<file path="config.mk">
export PLATFORM = sky130hd
export DESIGN_NAME = fp_accum
export DESIGN_NICKNAME = d
export VERILOG_FILES = /design/src/rtl/fp_pkg.sv /design/src/rtl/fp_lzc.sv /design/src/rtl/fp_accum.sv
export SDC_FILE = /design/constraint.sdc
export NUM_CORES = 1
export LEC_CHECK = 0
export CORE_ASPECT_RATIO = 0.8
export CORE_UTILIZATION = 50
export CTS_CLUSTER_DIAMETER = 50
export DETAILED_ROUTE_END_ITERATION = 8
export GPL_TIMING_DRIVEN = 0
export PLACE_DENSITY = 0.7
export SLEW_MARGIN = 10
export SYNTH_ARGS = -nofsm -noshare
export SYNTH_HDL_FRONTEND = slang
export SYNTH_SLANG_ARGS = --single-unit
</file>
<file path="constraint.sdc">
create_clock -name clk -period 4.01 [get_ports clk]
set_input_delay 0.6015 -clock clk [delete_from_list [all_inputs] [get_ports clk]]
set_output_delay 0.6015 -clock clk [all_outputs]
set_load 0.01 [all_outputs]
</file>
<file path="src/rtl/fp_pkg.sv">
// Shared constants and FSM state type for the fp_accum half-precision accumulator.
package fp_pkg;

  localparam int unsigned DefExponentWidth = 5;
  localparam int unsigned DefMantissaWidth = 10;
  localparam int unsigned Bias             = 2 ** (DefExponentWidth - 1) - 1;
  localparam int unsigned MaxFiniteExp     = 2 ** DefExponentWidth - 2;

  typedef enum logic [2:0] {
    StIdle,
    StAccept,
    StAlign,
    StAdd,
    StNorm,
    StOut
  } state_e;

  // Largest biased exponent that still encodes a finite value.
  function automatic int unsigned max_finite_exp(input int unsigned ew);
    return 2 ** ew - 2;
  endfunction

endpackage

</file>
<file path="src/rtl/fp_lzc.sv">
// Combinational leading-zero counter; an all-zero input reports Width.
module fp_lzc #(
  parameter int unsigned Width = 13,
  parameter int unsigned CntW  = $clog2(Width + 1)
) (
  input  logic [Width-1:0] value_i,
  output logic [CntW-1:0]  count_o
);

  always_comb begin
    count_o = CntW'(Width);
    for (int i = 0; i < Width; i++) begin
      if (value_i[i]) count_o = CntW'(Width - 1 - i);
    end
  end

endmodule

</file>
<file path="src/rtl/fp_accum.sv">
// Half-precision accumulator: sums ACC_LEN unpacked products, one in flight at a time.
// Optional FP_ACCUM_RELU_EN clamps negative final sums to +0.
module fp_accum
  import fp_pkg::*;
#(
  parameter int unsigned EXPONENT_WIDTH = DefExponentWidth,
  parameter int unsigned MANTISSA_WIDTH = DefMantissaWidth,
  parameter int unsigned ACC_LEN        = 9
) (
  input  logic                                    clk,
  input  logic                                    rst,
  input  logic                                    in_valid,
  output logic                                    in_ready,
  input  logic                                    in_sign,
  input  logic [EXPONENT_WIDTH-1:0]               in_exponent,
  input  logic [MANTISSA_WIDTH-1:0]               in_prod,
  output logic                                    out_valid,
  input  logic                                    out_ready,
  output logic [EXPONENT_WIDTH+MANTISSA_WIDTH:0]  out_sum
);

  localparam int unsigned ManW = MANTISSA_WIDTH + 3;
  localparam int unsigned ExpW = EXPONENT_WIDTH + 1;
  localparam int unsigned LzW  = $clog2(ManW + 1);
  localparam int unsigned CntW = $clog2(ACC_LEN + 1);
  localparam int unsigned SumW = EXPONENT_WIDTH + MANTISSA_WIDTH + 1;
  localparam logic [ExpW-1:0] SatExp  = ExpW'(max_finite_exp(EXPONENT_WIDTH));
  localparam logic [ExpW:0]   OvfExp  = (ExpW + 1)'(2 ** EXPONENT_WIDTH - 1);
  localparam logic [CntW-1:0] LastCnt = CntW'(ACC_LEN);

  state_e state_q, state_d;
  logic in_ready_q, in_ready_d, out_valid_q, out_valid_d;
  logic [SumW-1:0] out_sum_q, out_sum_d;
  logic [CntW-1:0] cnt_q;
  logic            acc_sign_q, sat_q, op_sign_q, big_sign_q, sml_sign_q, sum_sign_q;
  logic [ExpW-1:0] acc_exp_q, op_exp_q, big_exp_q, sum_exp_q;
  logic [ManW-1:0] acc_man_q, op_man_q, big_man_q, sml_man_q;
  logic [ManW:0]   sum_q;
  logic            in_fire;

  assign in_fire   = in_valid && in_ready_q;
  assign in_ready  = in_ready_q;
  assign out_valid = out_valid_q;
  assign out_sum   = out_sum_q;

  always_ff @(posedge clk) begin
    if (rst) state_q <= StIdle;
    else     state_q <= state_d;
  end

  always_comb begin
    state_d = state_q;
    unique case (state_q)
      StIdle:   state_d = StAccept;
      StAccept: if (in_fire) state_d = StAlign;
      StAlign:  state_d = StAdd;
      StAdd:    state_d = StNorm;
      StNorm:   state_d = (cnt_q == LastCnt) ? StOut : StAccept;
      StOut:    if (out_ready) state_d = StIdle;
      default:  state_d = StIdle;
    endcase
  end

  always_comb begin
    in_ready_d  = (state_d == StAccept);
    out_valid_d = (state_d == StOut);
  end

  // Align: the operand with the smaller exponent is shifted toward the larger one.
  logic            acc_big;
  logic [ExpW-1:0] exp_diff;
  logic [ManW-1:0] sml_raw, sml_aligned;
  always_comb begin
    acc_big     = acc_exp_q >= op_exp_q;
    exp_diff    = acc_big ? acc_exp_q - op_exp_q : op_exp_q - acc_exp_q;
    sml_raw     = acc_big ? op_man_q : acc_man_q;
    sml_aligned = (exp_diff > ExpW'(ManW - 1)) ? '0 : sml_raw >> exp_diff;
  end

  logic          add_sign;
  logic [ManW:0] add_sum;
  always_comb begin
    if (big_sign_q == sml_sign_q) begin
      add_sum  = {1'b0, big_man_q} + {1'b0, sml_man_q};
      add_sign = big_sign_q;
    end else if (big_man_q >= sml_man_q) begin
      add_sum  = {1'b0, big_man_q - sml_man_q};
      add_sign = big_sign_q;
    end else begin
      add_sum  = {1'b0, sml_man_q - big_man_q};
      add_sign = sml_sign_q;
    end
  end

  logic [LzW-1:0]  lz;
  logic [ExpW:0]   norm_exp;
  logic [ManW-1:0] norm_man, new_man;
  logic [ExpW-1:0] new_exp;
  logic            new_sign, new_sat;

  fp_lzc #(
    .Width(ManW),
    .CntW (LzW)
  ) u_lzc (
    .value_i(sum_q[ManW-1:0]),
    .count_o(lz)
  );

  // norm_exp is two's complement one bit wider than the accumulator exponent.
  always_comb begin
    if (sum_q[ManW]) begin
      norm_man = sum_q[ManW:1];
      norm_exp = {1'b0, sum_exp_q} + (ExpW + 1)'(1);
    end else begin
      norm_man = sum_q[ManW-1:0] << lz;
      norm_exp = {1'b0, sum_exp_q} - (ExpW + 1)'(lz);
    end
    new_sign = sum_sign_q;
    new_exp  = norm_exp[ExpW-1:0];
    new_man  = norm_man;
    new_sat  = sat_q;
    if (sat_q) begin
      new_sign = acc_sign_q;
      new_exp  = acc_exp_q;
      new_man  = acc_man_q;
    end else if (sum_q == '0 || norm_exp[ExpW] || norm_exp == '0) begin
      new_sign = 1'b0;
      new_exp  = '0;
      new_man  = '0;
    end else if (norm_exp >= OvfExp) begin
      new_exp  = SatExp;
      new_man  = '1;
      new_sat  = 1'b1;
    end
    out_sum_d = {new_sign, new_exp[EXPONENT_WIDTH-1:0], new_man[ManW-2:2]};
`ifdef FP_ACCUM_RELU_EN
    if (new_sign) out_sum_d = '0;
`endif
  end

  always_ff @(posedge clk) begin
    if (rst) begin
      in_ready_q  <= 1'b0;
      out_valid_q <= 1'b0;
      out_sum_q   <= '0;
      cnt_q       <= '0;
      acc_sign_q  <= 1'b0;
      acc_exp_q   <= '0;
      acc_man_q   <= '0;
      sat_q       <= 1'b0;
      op_sign_q   <= 1'b0;
      op_exp_q    <= '0;
      op_man_q    <= '0;
      big_sign_q  <= 1'b0;
      big_exp_q   <= '0;
      big_man_q   <= '0;
      sml_sign_q  <= 1'b0;
      sml_man_q   <= '0;
      sum_sign_q  <= 1'b0;
      sum_exp_q   <= '0;
      sum_q       <= '0;
    end else begin
      in_ready_q  <= in_ready_d;
      out_valid_q <= out_valid_d;
      unique case (state_q)
        StIdle: begin
          cnt_q      <= '0;
          acc_sign_q <= 1'b0;
          acc_exp_q  <= '0;
          acc_man_q  <= '0;
          sat_q      <= 1'b0;
        end
        StAccept: begin
          if (in_fire) begin
            cnt_q     <= cnt_q + CntW'(1);
            op_sign_q <= in_sign;
            // A zero exponent means zero regardless of the mantissa bits.
            if (in_exponent == '0) begin
              op_exp_q <= '0;
              op_man_q <= '0;
            end else begin
              op_exp_q <= {1'b0, in_exponent};
              op_man_q <= {1'b1, in_prod, 2'b00};
            end
          end
        end
        StAlign: begin
          big_sign_q <= acc_big ? acc_sign_q : op_sign_q;
          big_exp_q  <= acc_big ? acc_exp_q : op_exp_q;
          big_man_q  <= acc_big ? acc_man_q : op_man_q;
          sml_sign_q <= acc_big ? op_sign_q : acc_sign_q;
          sml_man_q  <= sml_aligned;
        end
        StAdd: begin
          sum_q      <= add_sum;
          sum_sign_q <= add_sign;
          sum_exp_q  <= big_exp_q;
        end
        StNorm: begin
          acc_sign_q <= new_sign;
          acc_exp_q  <= new_exp;
          acc_man_q  <= new_man;
          sat_q      <= new_sat;
          if (cnt_q == LastCnt) out_sum_q <= out_sum_d;
        end
        default: ;
      endcase
    end
  end

endmodule

</file>
After elaboration in Yosys (flattened, before gate mapping)
Cells that the tools add are included.
- bits in registers: 121
- bits in latches: 0
- RAM bits: 0
- memory bits (read-only): 0
- output and inout port bits: 18
- memories: 0
- $add $sub $neg: 8
- multiply operators: 0
- div/mod/pow operators: 0
- order comparisons: 4
- equality and inequality tests: 11
- shift operators: 2
- mux-type cells: 49
- bitwise gates (word level): 0
- reductions and logical operators: 13
- operators by type and width (operator ; number):
    13-bit two-way mux ; 9
    4-bit two-way mux ; 9
    6-bit two-way mux ; 5
    13-bit one-hot mux with 2 select lines ; 1
    13-bit subtractor ; 2
    3-bit two-way mux ; 7
    3-bit one-hot mux with 6 select lines ; 1
    13-bit by 13-bit adder with 14-bit output ; 1
    14-bit zero test ; 1
    14-bit two-way mux ; 1
    13-bit >= comparator ; 1
    13-bit by 4-bit << shifter with 13-bit output ; 1
    13-bit by 6-bit right shift with 13-bit output ; 1
    6-bit one-hot mux with 2 select lines ; 1
    6-bit subtractor ; 2
    1-bit two-way mux ; 10
    3-bit equality test (second input constant) ; 3
    4-bit one-hot mux with 2 select lines ; 1
    2-bit AND reduction ; 4
    6-bit by 1-bit adder with 7-bit output (second input constant) ; 1
    7-bit by 5-bit >= comparator with 1-bit output (second input constant) ; 1
    7-bit zero test ; 1
    7-bit two-way mux ; 1
    6-bit by 4-bit subtractor with 7-bit output ; 1
    other kinds (15) ; 21

Longest topological paths before layout
Gate-level depths: netlist (run 1).
- depth after elaboration: 20
- depth in mapped cells: 21

By module
From an unflattened synthesis (run 1), not the netlist that was laid out.
- cells, all modules: 1074
- area total of the unflattened synthesis: 8408.1 µm²
- by module, submodules not included (module ; times used ; cells each ; area each (µm²) ; sequential area each (µm²)):
    fp_accum ; 1 ; 1052 ; 8294.2 ; 2362.3
    fp_lzc ; 1 ; 22 ; 113.9 ; 0.0

Least setup slack after synthesis (run 1)
OpenSTA, ideal clock, no wires.
- kind: flip-flop to flip-flop
- from: register sum_q[1]
- to: register acc_man_q[9]
- library setup time: 74 ps
- data arrival time: 3948 ps
- required time: 3936 ps
- slack: -13 ps
- stages on the path, launching flop included: 20
- period minus slack after synthesis: 4023 ps
- cells stage by stage: dfxtp_1 -> buf_2 -> nand2b_1 -> a221oi_2 -> o221ai_2 -> and2_1 -> buf_6 -> inv_4 -> ha_1 -> nor2b_1 -> fa_1 -> a211oi_1 -> o21bai_1 -> a21oi_1 -> xor2_1 -> o41a_1 -> o311ai_1 -> nor3_1 -> a22oi_1 -> o21ai_0
- word-level cells in the longest chain between the ends: 19
- elaborated cells on any way between the ends: 25
- RTL lines (what ; line ; RTL):
    from (decl) ; fp_accum.sv:38 ; logic [ManW:0] sum_q;
    from (signal assigned) ; fp_accum.sv:195 ; sum_q <= add_sum;
    3-bit two-way mux (4 in a row) ; fp_lzc.sv:13 ; if (value_i[i]) count_o = CntW'(Width - 1 - i);
    4-bit two-way mux (8 in a row) ; fp_lzc.sv:13 ;
    6-bit by 4-bit subtractor with 7-bit output ; fp_accum.sv:116 ; norm_exp = {1'b0, sum_exp_q} - (ExpW + 1)'(lz);
    7-bit two-way mux ; fp_accum.sv:111 ; if (sum_q[ManW]) begin
    7-bit by 5-bit >= comparator with 1-bit output (tied with other cells) ; fp_accum.sv:130 ; end else if (norm_exp >= OvfExp) begin
    13-bit two-way mux / 1-bit logical OR (equally long branches) ; fp_accum.sv:130, fp_accum.sv:126 ;
    13-bit two-way mux (*) ; fp_accum.sv:126 ; end else if (sum_q == '0 || norm_exp[ExpW] || norm_exp == '0) begin
    13-bit two-way mux (*) ; fp_accum.sv:122 ; if (sat_q) begin
    13-bit one-hot mux with 2 select lines (*) ; fp_accum.sv:165 ; unique case (state_q)
    to (signal assigned) ; fp_accum.sv:202 ; acc_man_q <= new_man;
    to (decl) ; fp_accum.sv:37 ; logic [ManW-1:0] acc_man_q, op_man_q, big_man_q, sml_man_q;
Every way passes the cells marked *; elsewhere a longest branch is shown, timed or not. The select of a mux whose other input is x is not followed.
A chain may end at the register's enable or synchronous reset.

Worst setup path in the final report (run 1)
- from: register sum_q[10]
- to: register acc_man_q[6]
- word-level cells in the longest chain between the ends: 10
- elaborated cells on any way between the ends: 16
- RTL lines (what ; line):
    4-bit two-way mux (3 in a row) ; fp_lzc.sv:13
    6-bit by 4-bit subtractor with 7-bit output ; fp_accum.sv:116
    7-bit two-way mux ; fp_accum.sv:111
    7-bit by 5-bit >= comparator with 1-bit output (tied with other cells) ; fp_accum.sv:130
    13-bit two-way mux / 1-bit logical OR (equally long branches) ; fp_accum.sv:130, fp_accum.sv:126
    13-bit two-way mux (*) ; fp_accum.sv:126
    13-bit two-way mux (*) ; fp_accum.sv:122
    13-bit one-hot mux with 2 select lines (*) ; fp_accum.sv:165
Marks and branches as above.

==> metrics.md, run 1 <==
| Metric | Value |
|---|---|
| Maximum clock skew at final layout | `0.0173 ns` |
| Cell count after placement | `about 1300` |
| Proportion of register bits with asynchronous set or reset after synthesis | `0%` |
| Kind of end point of the critical path | `flip-flop` |
| TritonCTS clock tree | `yes` |
| Clock latency of the later-clocked register in the worst-skew pair | `0.43 ns` |
| First-pass GRT wire length | `about 43000 um` |
| Result of the run | `completed` |
| Post-Route WL | `about 28000 um` |
| Number of buffers inserted by hold repair at cts | `0` |
| Pwr dens | `approximately 320 nW/um^2` |
| Slew of the pin with the lowest slew margin | `roughly 0.94 ns` |
| Layout overhead on the synthesized area | `22.4%` |
| Global Route Usage Sum | `a little under a third` |
| Final hold slack | `roughly 0.47 ns` |
| Mean area per synthesized cell | `roughly 7.9 sq um` |
| Warning count from the yosys run | `0` |
| Share of the clock period used by the worst path after layout | `between 90 and 100%` |
| Final Hold Vio Count | `0` |
| Number of CTS-inserted buffers | `17` |
| Hold WC Path Type | `flip-flop to flip-flop` |
| Share of the yosys chip area belonging to registers | `approximately 28%` |
| Post-synthesis instance area | `between 8000 and 9000 sq um` |
| Aggregate global routing overflow | `0` |
| Final routed wire length divided by cell count | `a little under 20 um` |
| Die outline area | `roughly 18000 sq um` |
| Remaining antenna violation count | `0` |
| Worst slew slack as a fraction of its limit | `a little under two fifths` |
| Final-layout fill cell count | `between 1000 and 1500` |
| Share of layout cells above drive strength 1 | `15.4%` |
| Number of cells produced by synthesis | `around 1100` |
| Required time of the critical path | `4.38 ns` |
| Count of endpoints failing setup in the final report | `0` |
| Min Tclk post-route | `between 3 and 4 ns` |
| Number of clock sinks | `between 100 and 150` |
| DRC violations left | `0` |
| Syn nets | `1171` |
| Master cell of the clock root buffer | `sky130_fd_sc_hd__clkbuf_16` |
| Starting utilization of the core area | `about half` |
| Number of max-slew violations in the final report | `0` |
| H-tree depth | `4` |
| Routed vias | `8730` |
| Overall die width | `roughly 150 um` |
| Final GP Congestion | `slightly below 1` |
| Final std cells w/o fill | `1413` |
| R2R depth | `18` |
| Port bufs | `36` |
| Count of TritonRoute iterations in the first routing pass | `5` |
| First DRT Iteration DRCs | `approximately 900` |
| CP max FO | `8` |
| Count of cells along the worst hold path | `2` |
| Max Cap Viol | `0` |
| Main synth FF type | `sky130_fd_sc_hd__dfxtp_1` |
| Type of the worst setup path | `flip-flop to flip-flop` |
| Final sum of negative setup slack | `0 ns` |
| Maximum number of pins on one net before global-route repair | `17` |
| Final design utilization | `a little over three fifths` |
| Antenna violations before repair | `0` |
| Number of standard-cell rows in the floorplan | `42` |
| Post-synth cell types | `85` |
| Count of nets after finishing | `1263` |
| Worst VDD drop | `between 0.0003 and 0.0004 V` |
| Leakage power figure | `roughly 4.3 nW` |
| EDFF count, synth | `0` |
| Data arrival, critical path | `roughly 4.3 ns` |
| Largest buffer count on any clock path | `2` |
| Flops & latches, synth | `~120` |
| Die outline height | `~120 um` |
| Clock-pin slew reported for the worst setup and hold paths after clock tree synthesis | `approximately 0.06 ns` |
| Post-DR vias/cell | `6.18` |
| DP HPWL | `20600 um` |
| Pwr Total | `about 3.4 mW` |
| Vias in the first global route | `approximately 8000` |
| Ports placed on the boundary | `38` |
| Type of origin of the critical path | `flip-flop` |
| Peak Freq | `between 200 and 300 MHz` |
| Count of inserted antenna diode cells | `0` |
| Std-Cell Core Area | `roughly 17000 sq um` |
worst max-delay path, stage by stage (launching register included):
cell and delay [ns]:
sky130_fd_sc_hd__dfxtp_2 0.39, sky130_fd_sc_hd__or3_4 0.34, sky130_fd_sc_hd__o221ai_2 0.16, sky130_fd_sc_hd__and2_4 0.22
sky130_fd_sc_hd__inv_8 0.04, sky130_fd_sc_hd__ha_4 0.23, sky130_fd_sc_hd__nor2b_4 0.13, sky130_fd_sc_hd__fa_2 0.41
sky130_fd_sc_hd__a211oi_2 0.27, sky130_fd_sc_hd__o21bai_1 0.13, sky130_fd_sc_hd__a21oi_2 0.19, sky130_fd_sc_hd__xor2_2 0.21
sky130_fd_sc_hd__o41a_1 0.27, sky130_fd_sc_hd__buf_4 0.16, sky130_fd_sc_hd__o311ai_4 0.10, sky130_fd_sc_hd__buf_12 0.17
sky130_fd_sc_hd__nor3_4 0.21, sky130_fd_sc_hd__buf_6 0.14, sky130_fd_sc_hd__a22o_1 0.13
routing by layer:
layer / part of all wire [%] / global-route usage (%) / vias to the layer above / routed length [um]
li1: - / - / 4120 / -
met1: 46 / 45.0 / 4179 / 12800
met2: 42 / 46.8 / 381 / 11800
met3: 9.8 / 8.01 / 50 / 2720
met4: 1.9 / 8.57 / 0 / 543
met5: 0 / 0 / - / 0
per-stage QoR:
step	setup WS, ns	cell area [sq um]
floorplan	-0.00155	8580
global placement	-0.777	9210
detailed placement	-0.771	9210
CTS	-0.0117	10200
global route	-0.0703	10500
finish	0.0639	10500
report_power, final:
part           switching, mW  internal [mW]  total [mW]
registers             0.0259           1.19        1.22
clock network          0.619          0.930        1.55
logic                  0.350          0.240       0.590
total                  0.995           2.36        3.36
placed cells by master, fill, tap and decap left out, drive strengths merged, types with 9 or more instances in the layout:
cell / synthesis / final
a211oi: 34 / 34
inv: 64 / 69
a21oi: 81 / 81
nand2b: 16 / 16
or3: 9 / 9
nand3: 24 / 24
o21ai: 52 / 52
nor3: 30 / 30
dfxtp: 118 / 118
xnor2: 9 / 9
a21o: 9 / 9
o31ai: 10 / 10
buf: 24 / 64
clkbuf: 48 / 63
mux2: 10 / 10
ha: 57 / 57
clkdlybuf4s50: 0 / 36
a22oi: 24 / 24
nand2: 118 / 118
o211ai: 12 / 12
nor2b: 10 / 10
mux2i: 64 / 64
nor2: 112 / 112
cell type report:
cell class	count	area (sq um)	share of cell area, %
Buffer	66	313	2.98
Sequential cell	118	2380	22.7
Multi-Input combinational cell	832	5960	56.8
Tap cell	220	275	2.62
Clock buffer	18	429	4.09
Clock inverter	14	165	1.57
Inverter	66	268	2.55
Timing Repair Buffer	79	699	6.67
registers in the layout, summed over array words and instances, names as in the netlist, 3 cells and up:
| name | count |
|---|---|
| big_exp_q | 6 |
| big_man_q | 13 |
| op_man_q | 11 |
| sum_q | 14 |
| state_q | 3 |
| cnt_q | 4 |
| acc_man_q | 13 |
| acc_exp_q | 6 |
| op_exp_q | 5 |
| sml_man_q | 13 |
| out_sum | 16 |
| sum_exp_q | 6 |
path summary, 6_finish.rpt:
kind	start	end	slack, ns
setup / recovery	sum_q[10]	acc_man_q[6]	0.06
hold / removal	out_sum[10]	out_sum[10]	0.47
setup reg to reg	sum_q[10]	acc_man_q[6]	0.06
hold reg to reg	out_sum[10]	out_sum[10]	0.47
kinds of logic (layout without fill, tap and decap cells):
kind of cell	count (synthesis)	after routing	synth area share [%]
DFF	118	118	27.6
adders and majority gates	63	63	9.72
muxes	74	74	8.88
and+or+nand+nor	364	364	19.9
AOI/OAI and AO/OA	314	314	25.3
buffers and inverters	138	243	6.88
xor gates and xnor gates	17	17	1.74
timing repair:
action,4_1_cts,5_1_grt
setup buffers,22,21
pin swaps,32,22
setup endpoints to repair,36,36
gates resized for setup,49,45
synth_stat cells (all sizes together) (10+ instances only):
master / n / area share (%)
a211oi: 34 / 3.0
a21oi: 81 / 4.7
a22oi: 24 / 2.1
buf: 24 / 1.8
clkbuf: 48 / 2.1
dfxtp: 118 / 28
ha: 57 / 8.3
inv: 64 / 2.8
mux2: 10 / 1.4
mux2i: 64 / 7.5
nand2: 118 / 5.2
nand2b: 16 / 1.2
nand3: 24 / 1.4
nor2: 112 / 5.0
nor2b: 10 / 0.82
nor3: 30 / 1.8
o211ai: 12 / 1.1
o21ai: 52 / 3.0
o31ai: 10 / 1.0
No activity file was read; power rests on OpenSTA's default activity.
==> run 2, diff against run 1 <==
--- a/config.mk
+++ b/config.mk
@@ -10,7 +10,7 @@
 export CTS_CLUSTER_DIAMETER = 50
 export DETAILED_ROUTE_END_ITERATION = 8
 export GPL_TIMING_DRIVEN = 0
-export PLACE_DENSITY = 0.7
+export PLACE_DENSITY_LB_ADDON = 0.1
 export SLEW_MARGIN = 10
 export SYNTH_ARGS = -nofsm -noshare
 export SYNTH_HDL_FRONTEND = slang
==> run 2 against run 1 <==
Power is 2.0% higher. Worst setup slack worse by 0.12 ns. Core utilization increased by 0.74 points. First-iteration DRC count fell by 8.7%. Largest power group unchanged. Sequential cell count did not move. Die area is the same. Clock skew down 0.0062 ns. Final cell count decreased by 0.14%. Count of clock-buffer cells in the layout rose by 4. Sequential share of layout area down 0.24 points. Critical path depth rose by 1. The flow now finishes with violations (setup timing). Hold slack worse by 0.0027 ns. Highest routed layer unchanged. Largest cell class unchanged.
==> metrics.md, run 2 (synthesized netlist as in run 1, its figures left out) <==
| Metric | Value |
|---|---|
| Count of nets after finishing | `1262` |
| R2R depth | `19` |
| Cell repeated most along the worst path | `sky130_fd_sc_hd__buf_4` |
| DP HPWL | `20900 um` |
| Final setup margin | `-0.0537 ns` |
| Result of the run | `finished, violations left` |
| Number of flip-flops in the largest register | `16` |
| Pwr dens | `between 300 and 400 nW/um^2` |
| Startpoint of the most critical setup path | `sum_q[6]` |
| Remaining antenna violation count | `0` |
| TritonCTS clock tree | `yes` |
| Port bufs | `36` |
| Layout overhead on the synthesized area | `23.8%` |
| Global Route Usage Sum | `31.7%` |
| Overall die width | `between 100 and 150 um` |
| Worst Setup Slack post-DPL | `-0.751 ns` |
| Slew of the pin with the lowest slew margin | `1.24 ns` |
| Die outline height | `119 um` |
| Count of cells along the worst hold path | `2` |
| Final Hold Vio Count | `0` |
| Number of buffers inserted by hold repair at cts | `0` |
| Post-DR vias/cell | `between 6 and 7` |
| Final std cells w/o fill | `1411` |
| Master cell of the clock root buffer | `sky130_fd_sc_hd__clkbuf_16` |
| Aggregate global routing overflow | `0` |
| Largest buffer count on any clock path | `2` |
| Std-Cell Core Area | `between 15000 and 20000 sq um` |
| RSZ-0062 raised after global routing | `yes` |
| Share of the clock period used by the worst path after layout | `101%` |
| Termination of the worst setup path | `acc_man_q[7]` |
| Min Tclk post-route | `4.06 ns` |
| Final GP Congestion | `approximately 0.96` |
| Final std cell area, no fill | `between 10000 and 15000 sq um` |
| Kind of cell with the highest combined delay on the critical path | `compound AO/OA/AOI/OAI gates` |
| Type of the worst setup path | `flip-flop to flip-flop` |
| Data arrival, critical path | `approximately 4.3 ns` |
| Ports placed on the boundary | `38` |
| Maximum clock skew at final layout | `around 0.011 ns` |
| Hold WC Path Type | `flip-flop to flip-flop` |
| Area of placed instances | `9210 sq um` |
| Starting utilization of the core area | `between 50% and 60%` |
| Final sum of negative setup slack | `-0.0923 ns` |
| Number of cells on the critical path | `19` |
| First-pass GRT wire length | `between 40000 and 50000 um` |
| Post-Route WL | `~28000 um` |
| Number of clock sinks | `around 120` |
| Area of the multi-input gates | `between 6000 and 7000 sq um` |
| Leakage power figure | `~4.3 nW` |
| Number of max-slew violations in the final report | `0` |
| Reg-to-Reg Start | `sum_q[6]` |
| Count of inserted antenna diode cells | `0` |
| Antenna violations before repair | `0` |
| Setup slack of the most critical reg-to-reg path | `-0.05 ns` |
| Count of endpoints failing setup in the final report | `3` |
| Kind of end point of the critical path | `flip-flop` |
| Number of CTS-inserted buffers | `17` |
| Required time of the critical path | `around 4.3 ns` |
| First DRT Iteration DRCs | `846` |
| Delay of the slowest critical-path stage | `between 0.4 and 0.5 ns` |
| Cell count after placement | `about 1300` |
| Type of origin of the critical path | `flip-flop` |
| Total area of sequential cells | `2380 sq um` |
| Final-layout fill cell count | `1461` |
| Count of TritonRoute iterations in the first routing pass | `7` |
| Max Cap Viol | `0` |
| CP max FO | `7` |
| Cells traversed along the worst timing path | `buf_6 -> or3_4 -> o221ai_4 -> and2_4 -> inv_8 -> ha_4 -> nor2b_4 -> fa_2 -> a21o_1 -> a21oi_2 -> buf_4 -> nand2b_4 -> a21oi_4 -> a311oi_2 -> buf_4 -> o311a_4 -> a22oi_2 -> o31a_1 -> o32ai_2` |
| Vias in the first global route | `slightly below 8000` |
| Most common cell after layout, fill and taps aside | `sky130_fd_sc_hd__nand2_1` |
| Final routed wire length divided by cell count | `between 15 and 20 um` |
| Worst VDD drop | `about 0.00036 V` |
| Most frequent cells in the layout | `sky130_fd_sc_hd__nand2_1, sky130_fd_sc_hd__dfxtp_1, sky130_fd_sc_hd__nor2_1` |
| Maximum number of pins on one net before global-route repair | `17` |
| Pwr Total | `3.42 mW` |
| Slowest stage cell on the critical path | `sky130_fd_sc_hd__fa_2` |
| Violations in the final reports | `setup timing` |
| Routed vias | `8619` |
| DRC violations left | `0` |
| Clock-pin slew reported for the worst setup and hold paths after clock tree synthesis | `0.06 ns` |
| Critical register-to-register path endpoint | `acc_man_q[7]` |
| H-tree depth | `4` |
| Worst slew slack as a fraction of its limit | `between 15 and 20%` |
| Die outline area | `~18000 sq um` |
| Number of standard-cell rows in the floorplan | `42` |
| Clock latency of the later-clocked register in the worst-skew pair | `around 0.43 ns` |
| Buffers and inverters on the worst path | `4` |
| Share of layout cells above drive strength 1 | `16.0%` |
| Peak Freq | `between 200 and 250 MHz` |
[run 2: per-layer routing]
| metal | GRT usage, % | wire, um | vias to the layer above |
|---|---|---|---|
| li1 | - | - | 4109 |
| met1 | 46.2 | 13200 | 4112 |
| met2 | 46.7 | 12300 | 367 |
| met3 | 7.13 | 2300 | 31 |
| met4 | 7.67 | 353 | 0 |
| met5 | 0 | 0 | - |
[run 2: layout make-up]
type / instances / area share, %
Sequential cell: 118 / 22.4
Tap cell: 220 / 2.59
Clock inverter: 9 / 1.40
Timing Repair Buffer: 78 / 6.56
Buffer: 66 / 3.07
Multi-Input combinational cell: 832 / 57.0
Clock buffer: 22 / 4.47
Inverter: 66 / 2.45
[run 2: how the worst min path moves through the flow]
stage               slack (ns)         start            to
global placement          0.45  sum_exp_q[0]  sum_exp_q[0]
CTS                       0.46  sum_exp_q[0]  sum_exp_q[0]
finish                    0.46  sum_exp_q[0]  sum_exp_q[0]
floorplan                 0.43  big_exp_q[5]  sum_exp_q[5]
detailed placement        0.46  sum_exp_q[0]  sum_exp_q[0]
global route              0.49  sum_exp_q[0]  sum_exp_q[0]
[run 2: worst min-delay path, stage by stage (launching register included)]
cell,delay [ns]
sky130_fd_sc_hd__dfxtp_1,0.31
sky130_fd_sc_hd__nand2_1,0.05
sky130_fd_sc_hd__a21oi_1,0.05
[run 2: repair_timing]
item                       4_1_cts  5_1_grt
setup buffers                   19       23
pin swaps                       23       40
resized for setup               48       70
setup endpoints to repair       36       36
[run 2: per-stage QoR]
stage,util (%),hold slack [ns]
after global placement,55.3,0.454
after floorplan,-,0.432
after detailed placement,55.3,0.457
after global routing,63.7,0.494
final,63.7,0.463
after CTS,61.0,0.465
[run 2: report_power, final]
group	leakage (nW)	total [mW]	switching, mW	internal [mW]
Sequential	0.958	1.22	0.0284	1.19
Combinational	3.02	0.582	0.349	0.233
Clock	0.310	1.62	0.540	1.08
==> run 3, diff against run 2 <==
--- a/config.mk
+++ b/config.mk
@@ -10,7 +10,7 @@
 export CTS_CLUSTER_DIAMETER = 50
 export DETAILED_ROUTE_END_ITERATION = 8
 export GPL_TIMING_DRIVEN = 0
-export PLACE_DENSITY_LB_ADDON = 0.1
+export PLACE_DENSITY = 0.7
 export SLEW_MARGIN = 10
 export SYNTH_ARGS = -nofsm -noshare
 export SYNTH_HDL_FRONTEND = slang
==> results of run 3 <==
Final layout, timing and power as in run 1 (identical DEF).
